==> src/rtl/cam_dvp_tx.sv <==
// Sensor-side DVP transmitter with OV7660-style frame timing. RGB565 pixels are sent high byte
// first, from a valid/ready stream or an internal test pattern. Everything runs on pclk.
module cam_dvp_tx #(
  parameter int unsigned H_ACTIVE    = 640,
  parameter int unsigned H_BLANK     = 144,
  parameter int unsigned V_ACTIVE    = 480,
  parameter int unsigned VSYNC_LINES = 3,
  parameter int unsigned V_BACK      = 17,
  parameter int unsigned V_FRONT     = 10
) (
  input  logic        pclk,
  input  logic        rst,
  input  logic        start,
  input  logic        stop,
  input  logic        tp_en,
  input  logic [15:0] pix,
  input  logic        pix_valid,
  output logic        pix_ready,
  output logic        cam_vsync,
  output logic        cam_href,
  output logic [7:0]  cam_dout,
  output logic        busy,
  output logic [15:0] frame_cnt,
  output logic [15:0] underflow_cnt,
  output logic        underflow_err
);

  localparam int unsigned LINE_LEN = 2 * H_ACTIVE + H_BLANK;
  localparam int unsigned V_MAX_A  = (V_ACTIVE > V_BACK) ? V_ACTIVE : V_BACK;
  localparam int unsigned V_MAX_B  = (VSYNC_LINES > V_FRONT) ? VSYNC_LINES : V_FRONT;
  localparam int unsigned V_MAX    = (V_MAX_A > V_MAX_B) ? V_MAX_A : V_MAX_B;
  localparam int unsigned HW       = (LINE_LEN > 1) ? $clog2(LINE_LEN) : 1;
  localparam int unsigned VW       = (V_MAX > 1) ? $clog2(V_MAX) : 1;
  localparam logic [HW-1:0] H_LAST = HW'(LINE_LEN - 1);

  localparam logic [2:0] S_IDLE   = 3'd0;
  localparam logic [2:0] S_VSYNC  = 3'd1;
  localparam logic [2:0] S_VBACK  = 3'd2;
  localparam logic [2:0] S_ACTIVE = 3'd3;
  localparam logic [2:0] S_VFRONT = 3'd4;

  logic [2:0]    r_state;
  logic [HW-1:0] r_h;
  logic [VW-1:0] r_v;
  logic          r_tp_mode;
  logic          r_stop_pend;
  logic [7:0]    r_lo;
  logic          r_vsync;
  logic          r_href;
  logic [7:0]    r_dout;
  logic          r_busy;
  logic [15:0]   r_frame_cnt;
  logic [15:0]   r_uf_cnt;
  logic          r_uf_err;

  logic [2:0]    w_state_n;
  logic [HW-1:0] w_h_n;
  logic [VW-1:0] w_v_n;
  logic [VW-1:0] w_v_lastidx;
  logic          w_h_last;
  logic          w_v_last;
  logic          w_vs_n;
  logic          w_hr_n;
  logic [15:0]   w_tp_pix;
  logic [7:0]    w_dout_n;
  logic [7:0]    w_lo_n;
  logic          w_starve;
  logic          w_tp_load;

  always_comb begin
    w_v_lastidx = '0;
    case (r_state)
      S_VSYNC:  w_v_lastidx = VW'(VSYNC_LINES - 1);
      S_VBACK:  w_v_lastidx = VW'(V_BACK - 1);
      S_ACTIVE: w_v_lastidx = VW'(V_ACTIVE - 1);
      S_VFRONT: w_v_lastidx = VW'(V_FRONT - 1);
      default:  w_v_lastidx = '0;
    endcase
  end

  assign w_h_last = (r_h == H_LAST);
  assign w_v_last = (r_v == w_v_lastidx);

  always_comb begin
    w_state_n = r_state;
    w_h_n     = r_h;
    w_v_n     = r_v;
    if (r_state == S_IDLE) begin
      if (start) begin
        w_state_n = S_VSYNC;
        w_h_n     = '0;
        w_v_n     = '0;
      end
    end else if (w_h_last) begin
      w_h_n = '0;
      if (w_v_last) begin
        w_v_n = '0;
        case (r_state)
          S_VSYNC:  w_state_n = S_VBACK;
          S_VBACK:  w_state_n = S_ACTIVE;
          S_ACTIVE: w_state_n = S_VFRONT;
          S_VFRONT: w_state_n = (r_stop_pend || stop) ? S_IDLE : S_VSYNC;
          default:  w_state_n = S_IDLE;
        endcase
      end else begin
        w_v_n = r_v + VW'(1);
      end
    end else begin
      w_h_n = r_h + HW'(1);
    end
  end

  // Outputs are registered from the next-cycle position so they line up with the FSM registers.
  assign w_vs_n    = (w_state_n == S_VSYNC);
  assign w_hr_n    = (w_state_n == S_ACTIVE) && (32'(w_h_n) < 2 * H_ACTIVE);
  assign pix_ready = w_hr_n && !w_h_n[0] && !r_tp_mode;
  assign w_tp_pix  = {8'(w_v_n), 8'(w_h_n >> 1)};
  assign w_tp_load = ((r_state == S_IDLE) || (r_state == S_VFRONT)) && (w_state_n == S_VSYNC);

  always_comb begin
    w_dout_n = 8'h00;
    w_lo_n   = r_lo;
    w_starve = 1'b0;
    if (w_hr_n) begin
      if (r_tp_mode) begin
        w_dout_n = w_h_n[0] ? w_tp_pix[7:0] : w_tp_pix[15:8];
      end else if (!w_h_n[0]) begin
        if (pix_valid) begin
          w_dout_n = pix[15:8];
          w_lo_n   = pix[7:0];
        end else begin
          // Starved slot: emit zeros for both bytes, never stall the line.
          w_lo_n   = 8'h00;
          w_starve = 1'b1;
        end
      end else begin
        w_dout_n = r_lo;
      end
    end
  end

  always_ff @(posedge pclk or posedge rst) begin
    if (rst) begin
      r_state     <= S_IDLE;
      r_h         <= '0;
      r_v         <= '0;
      r_tp_mode   <= 1'b0;
      r_stop_pend <= 1'b0;
      r_lo        <= 8'h00;
      r_vsync     <= 1'b0;
      r_href      <= 1'b0;
      r_dout      <= 8'h00;
      r_busy      <= 1'b0;
      r_frame_cnt <= 16'h0000;
      r_uf_cnt    <= 16'h0000;
      r_uf_err    <= 1'b0;
    end else begin
      r_state <= w_state_n;
      r_h     <= w_h_n;
      r_v     <= w_v_n;
      r_lo    <= w_lo_n;
      r_vsync <= w_vs_n;
      r_href  <= w_hr_n;
      r_dout  <= w_dout_n;
      r_busy  <= (w_state_n != S_IDLE);
      if (w_tp_load) begin
        r_tp_mode <= tp_en;
      end
      if (w_state_n == S_IDLE) begin
        r_stop_pend <= 1'b0;
      end else if (stop && (r_state != S_IDLE)) begin
        r_stop_pend <= 1'b1;
      end
      if ((r_state == S_VFRONT) && w_h_last && w_v_last) begin
        r_frame_cnt <= r_frame_cnt + 16'd1;
      end
      if (w_starve) begin
        r_uf_err <= 1'b1;
        if (r_uf_cnt != 16'hFFFF) begin
          r_uf_cnt <= r_uf_cnt + 16'd1;
        end
      end
    end
  end

  assign cam_vsync     = r_vsync;
  assign cam_href      = r_href;
  assign cam_dout      = r_dout;
  assign busy          = r_busy;
  assign frame_cnt     = r_frame_cnt;
  assign underflow_cnt = r_uf_cnt;
  assign underflow_err = r_uf_err;

endmodule
==> config.mk <==
export PLATFORM = sky130hd
export DESIGN_NAME = cam_dvp_tx
export DESIGN_NICKNAME = d
export VERILOG_FILES = /design/src/rtl/cam_dvp_tx.sv
export SDC_FILE = /design/constraint.sdc
export NUM_CORES = 1
export LEC_CHECK = 0
export BUFFER_PORTS_ARGS = -buffer_cell sky130_fd_sc_hd__clkbuf_2
export CAP_MARGIN = 10
export CORE_AREA = 2 2 108 120
export CTS_BUF_LIST = sky130_fd_sc_hd__clkbuf_8
export CTS_CLUSTER_SIZE = 8
export DETAILED_ROUTE_END_ITERATION = 12
export DIE_AREA = 0 0 110 122
export SLEW_MARGIN = 20
export SYNTH_ARGS = -nofsm -noshare
export SYNTH_HDL_FRONTEND = slang
export SYNTH_SLANG_ARGS = --single-unit
==> constraint.sdc <==
create_clock -name pclk -period 2.5 [get_ports pclk]
set_clock_uncertainty 0.1 [all_clocks]
set_input_delay 0.125 -clock pclk [delete_from_list [all_inputs] [get_ports pclk]]
set_output_delay 0.125 -clock pclk [all_outputs]
set_load 0.005 [all_outputs]
==> results.txt <==
status: complete, but fails checks
library cells used by synthesis: 66
critical path required time: 2.65 ns
Core Util, Final: 52.0%
CTS tree: yes
ys async rst share: 100%
Worst-Skew Late Latency: 0.36 ns
setup slack at placement: -0.266 ns
slew margin rel.: 53.3%
failing checks: setup timing
Post-synth EDFFs: 0
Tot GR Track Use: 18.4%
crit-path max FO: 2
vias: 3970
n_diodes: 0
Reg clk slew, reported paths: 0.08 ns
Primary FF master, synth: dfrtp_1
drc violations: 0
initial antenna violation count: 0
Placed Area: 5330 um2
antenna-violating nets left: 0
Slew Limit Fails: 0
GPL Wtd Cong: 0.882
critical path type: flop to flop
Data arrival, critical path: 3.02 ns
Worst Max-Slew Pin Slew: 0.700 ns
part of the Yosys area used for sequential elements: 46.1%
syn nets: 451
share of post-route cells with drive strength above 1: 44.9%
Ports: 67
Sw Pwr: 1110 uW
FP Rows: 43
Worst VDD drop: 0.380 mV
Die Y-Extent: 122 um
CP top delay family: simple AND/OR/NAND/NOR gates
CTS H-tree depth: 3
CP Cell Sequence: or3b_4 > or4_4 > a211o_1 > buf_6 > or3_4 > a211o_1 > mux2_4
DR iter-0 viols: 205
IO buf count: 66
CP Launch Type: flop
initial cell density of the core: 33.9%
Critical Path End Type: flop
Die Wd: 110 um
vias in the first global route: 3919
Yosys warnings: 0
DPL Wire Length: 8570 um
Peak Freq: 349 MHz
min Tclk post-route: 2.87 ns
Final Hold Vio Count: 0
flops & latches, synth: 77
TritonRoute pass-1 iters: 5
largest net degree at the start of global routing: 40
RSZ-0062 raised after global routing: true
MaxCap Viol Count: 0
CTS Root Cell: clkbuf_8
final wirelength: 12300 um
clock buffer depth: 2
setup slack after layout: -0.367 ns
first-pass GRT wire length: 19200 um
endpoints failing setup: 54
cell area after layout: 6400 um2
Power Internal: 2420 uW
Avg WL per Cell: 16.2 um
Pwr Total: 3520 uW
crit path buf inv count: 1
Synth Cell Area: 4180 um2
Reg power frac: 38.7%
placed cells: 713
Cell Pwr Density: 551 nW/um2
Final Instance Count excl. Fillers: 760
Fill cells: 1077
Area growth syn-to-layout: 53.1%
slowest cell on the critical path: or4_4
number of sinks on the clock net: 77
critical path's most frequent cell: a211o_1
Sw Ratio: 31.4%
drt via density: 5.22
Tcrit/Tclk final: 115%
nets@finish: 624
Mapped Avg Cell Area: 9.84 um2
combinational power share: 27.9%
Total Die Area: 13400 um2
Core Box Area: 12300 um2
TritonCTS buffer count: 9
clock share of power: 33.3%
CP peak stage delay: 0.48 ns
Min-Delay Path Class: primary input to flop
Pleak: 0.00323 uW
Cells after Synth: 425
GRT overflow: 0
[worst register-to-register path: stages (launching register included)]
cell     delay [ns]
dfrtp_1        0.39
or3b_4         0.40
or4_4          0.48
a211o_1        0.28
buf_6          0.13
or3_4          0.38
a211o_1        0.31
mux2_4         0.29
[placed cells by master, fill, tap and decap left out, types with 5 or more instances in the layout]
cell type	count
nor3_1	5
a211oi_2	5
inv_1	18
a21oi_1	10
nand2_1	41
xnor2_1	13
mux2i_1	8
buf_4	73
nor2_1	15
o21ai_0	16
buf_6	26
a31oi_1	5
nand3_1	17
and3_1	13
and2_1	5
nor3_4	10
clkbuf_8	10
dlygate4sd3_1	11
clkbuf_2	66
dfrtp_1	76
nand4_1	6
xor2_1	17
and4_1	5
nor4_4	8
[registers in the layout (all words and copies together) (netlist names)]
signal,cells
r_v,9
underflow_cnt,16
cam_dout,8
r_lo,8
cam_href,1
cam_vsync,1
underflow_err,1
r_tp_mode,1
frame_cnt,16
busy,1
r_stop_pend,1
r_h,11
r_state,3
[power groups by stage]
stage / registers [uW] / clock network, uW / logic [uW]
floorplan: 1390 / 0 / 422
global placement: 1380 / 0 / 783
detailed placement: 1390 / 0 / 798
CTS: 1360 / 1200 / 899
global route: 1370 / 1250 / 1060
finish: 1360 / 1180 / 985
[path summary, 6_finish.rpt]
kind	cells past startpoint	end	slack, ns	startpoint
worst min-delay path	5	cam_dout[5]	0.04	pix[13]
worst min register to register	1	frame_cnt[15]	0.38	frame_cnt[15]
max in group asynchronous	4	r_h[4]	1.38	rst
worst max-delay path	7	r_tp_mode	-0.37	r_h[6]
min in group asynchronous	3	frame_cnt[9]	0.28	rst
worst max register to register	7	r_tp_mode	-0.37	r_h[6]
[cells by family (layout without fill, tap and decap cells)]
logic type,Yosys count,after routing,synth area share [%]
fa+ha+maj,4,4,1.20
mux,13,13,3.32
xor+xnor,33,33,7.09
simple gates,172,172,24.2
compound gates,86,86,13.9
buf+inv,40,218,4.19
flops,77,77,46.1
[layout make-up]
class | instances | area [um2] | share of cell area [%]
clock buffers | 10 | 138 | 2.15
clock inverters | 6 | 110 | 1.72
inverters | 20 | 76.3 | 1.19
multi-input cells | 308 | 2560 | 40.0
flip-flops and latches | 77 | 1930 | 30.1
well taps | 157 | 196 | 3.07
repair buffers | 182 | 1390 | 21.7
[synthesized netlist by cell type, types with 2 or more instances]
master    instances  area [um2]
clkbuf_1         10        37.5
and4_1            5        43.8
buf_2             8        40.0
mux2i_1           9        90.1
o21ai_0          22         110
a311oi_1          3        26.3
mux2_2            3        33.8
a22o_1            2        17.5
a211oi_1          5        37.5
o21a_1            3        22.5
ha_1              4        50.1
nor3_2            4        40.0
and2_1            5        31.3
nor2_1           19        71.3
nand4b_1          3        26.3
nor3_1           14        70.1
nand2_1          41         154
nand3b_1          3        22.5
xor2_1           17         149
o31ai_1           4        30.0
a21o_1            3        22.5
buf_6             2        22.5
and3b_1           2        17.5
or4_1             2        15.0
nand4_1           6        37.5
o21bai_1          3        22.5
nor4_2            6        75.1
nand3_1          23         115
or3_1             2        12.5
and3_1           13        81.3
nor4_1            7        43.8
a211o_1           3        26.3
xnor2_1          15         131
a21oi_1          13        65.1
dfrtp_1          77        1930
or3b_4            2        22.5
or2_2             3        18.8
inv_1            20        75.1
o22ai_1           4        25.0
nor3b_1           3        22.5
a31oi_1           6        37.5
a31o_2            2        17.5
[metal layers]
| layer | track usage (%) | vias to the layer above | routed length (um) |
|---|---|---|---|
| li1 | - | 1894 | - |
| met1 | 22.8 | 1959 | 4990 |
| met2 | 31.4 | 93 | 6480 |
| met3 | 3.00 | 24 | 476 |
| met4 | 7.91 | 0 | 341 |
| met5 | 0 | - | 0 |
[stage by stage]
step	TNS, ns	hold slack (ns)
floorplan	-2.42	0.168
global placement	-6.28	0.135
global route	-14.94	0.0968
detailed placement	-7.96	0.142
finish	-10.27	0.0439
CTS	-11.08	0.0336
[what timing repair did]
item | 4_1_cts | 5_1_grt
pin swaps | 45 | 42
endpoints found under the hold margin | 48 | 0
hold buffers | 11 | 0
cloned | 0 | 0
gates resized for setup | 70 | 54
buffers inserted | 10 | 16
setup endpoints to repair | 55 | 61
Note: power is estimated with default switching activity, not from simulation.
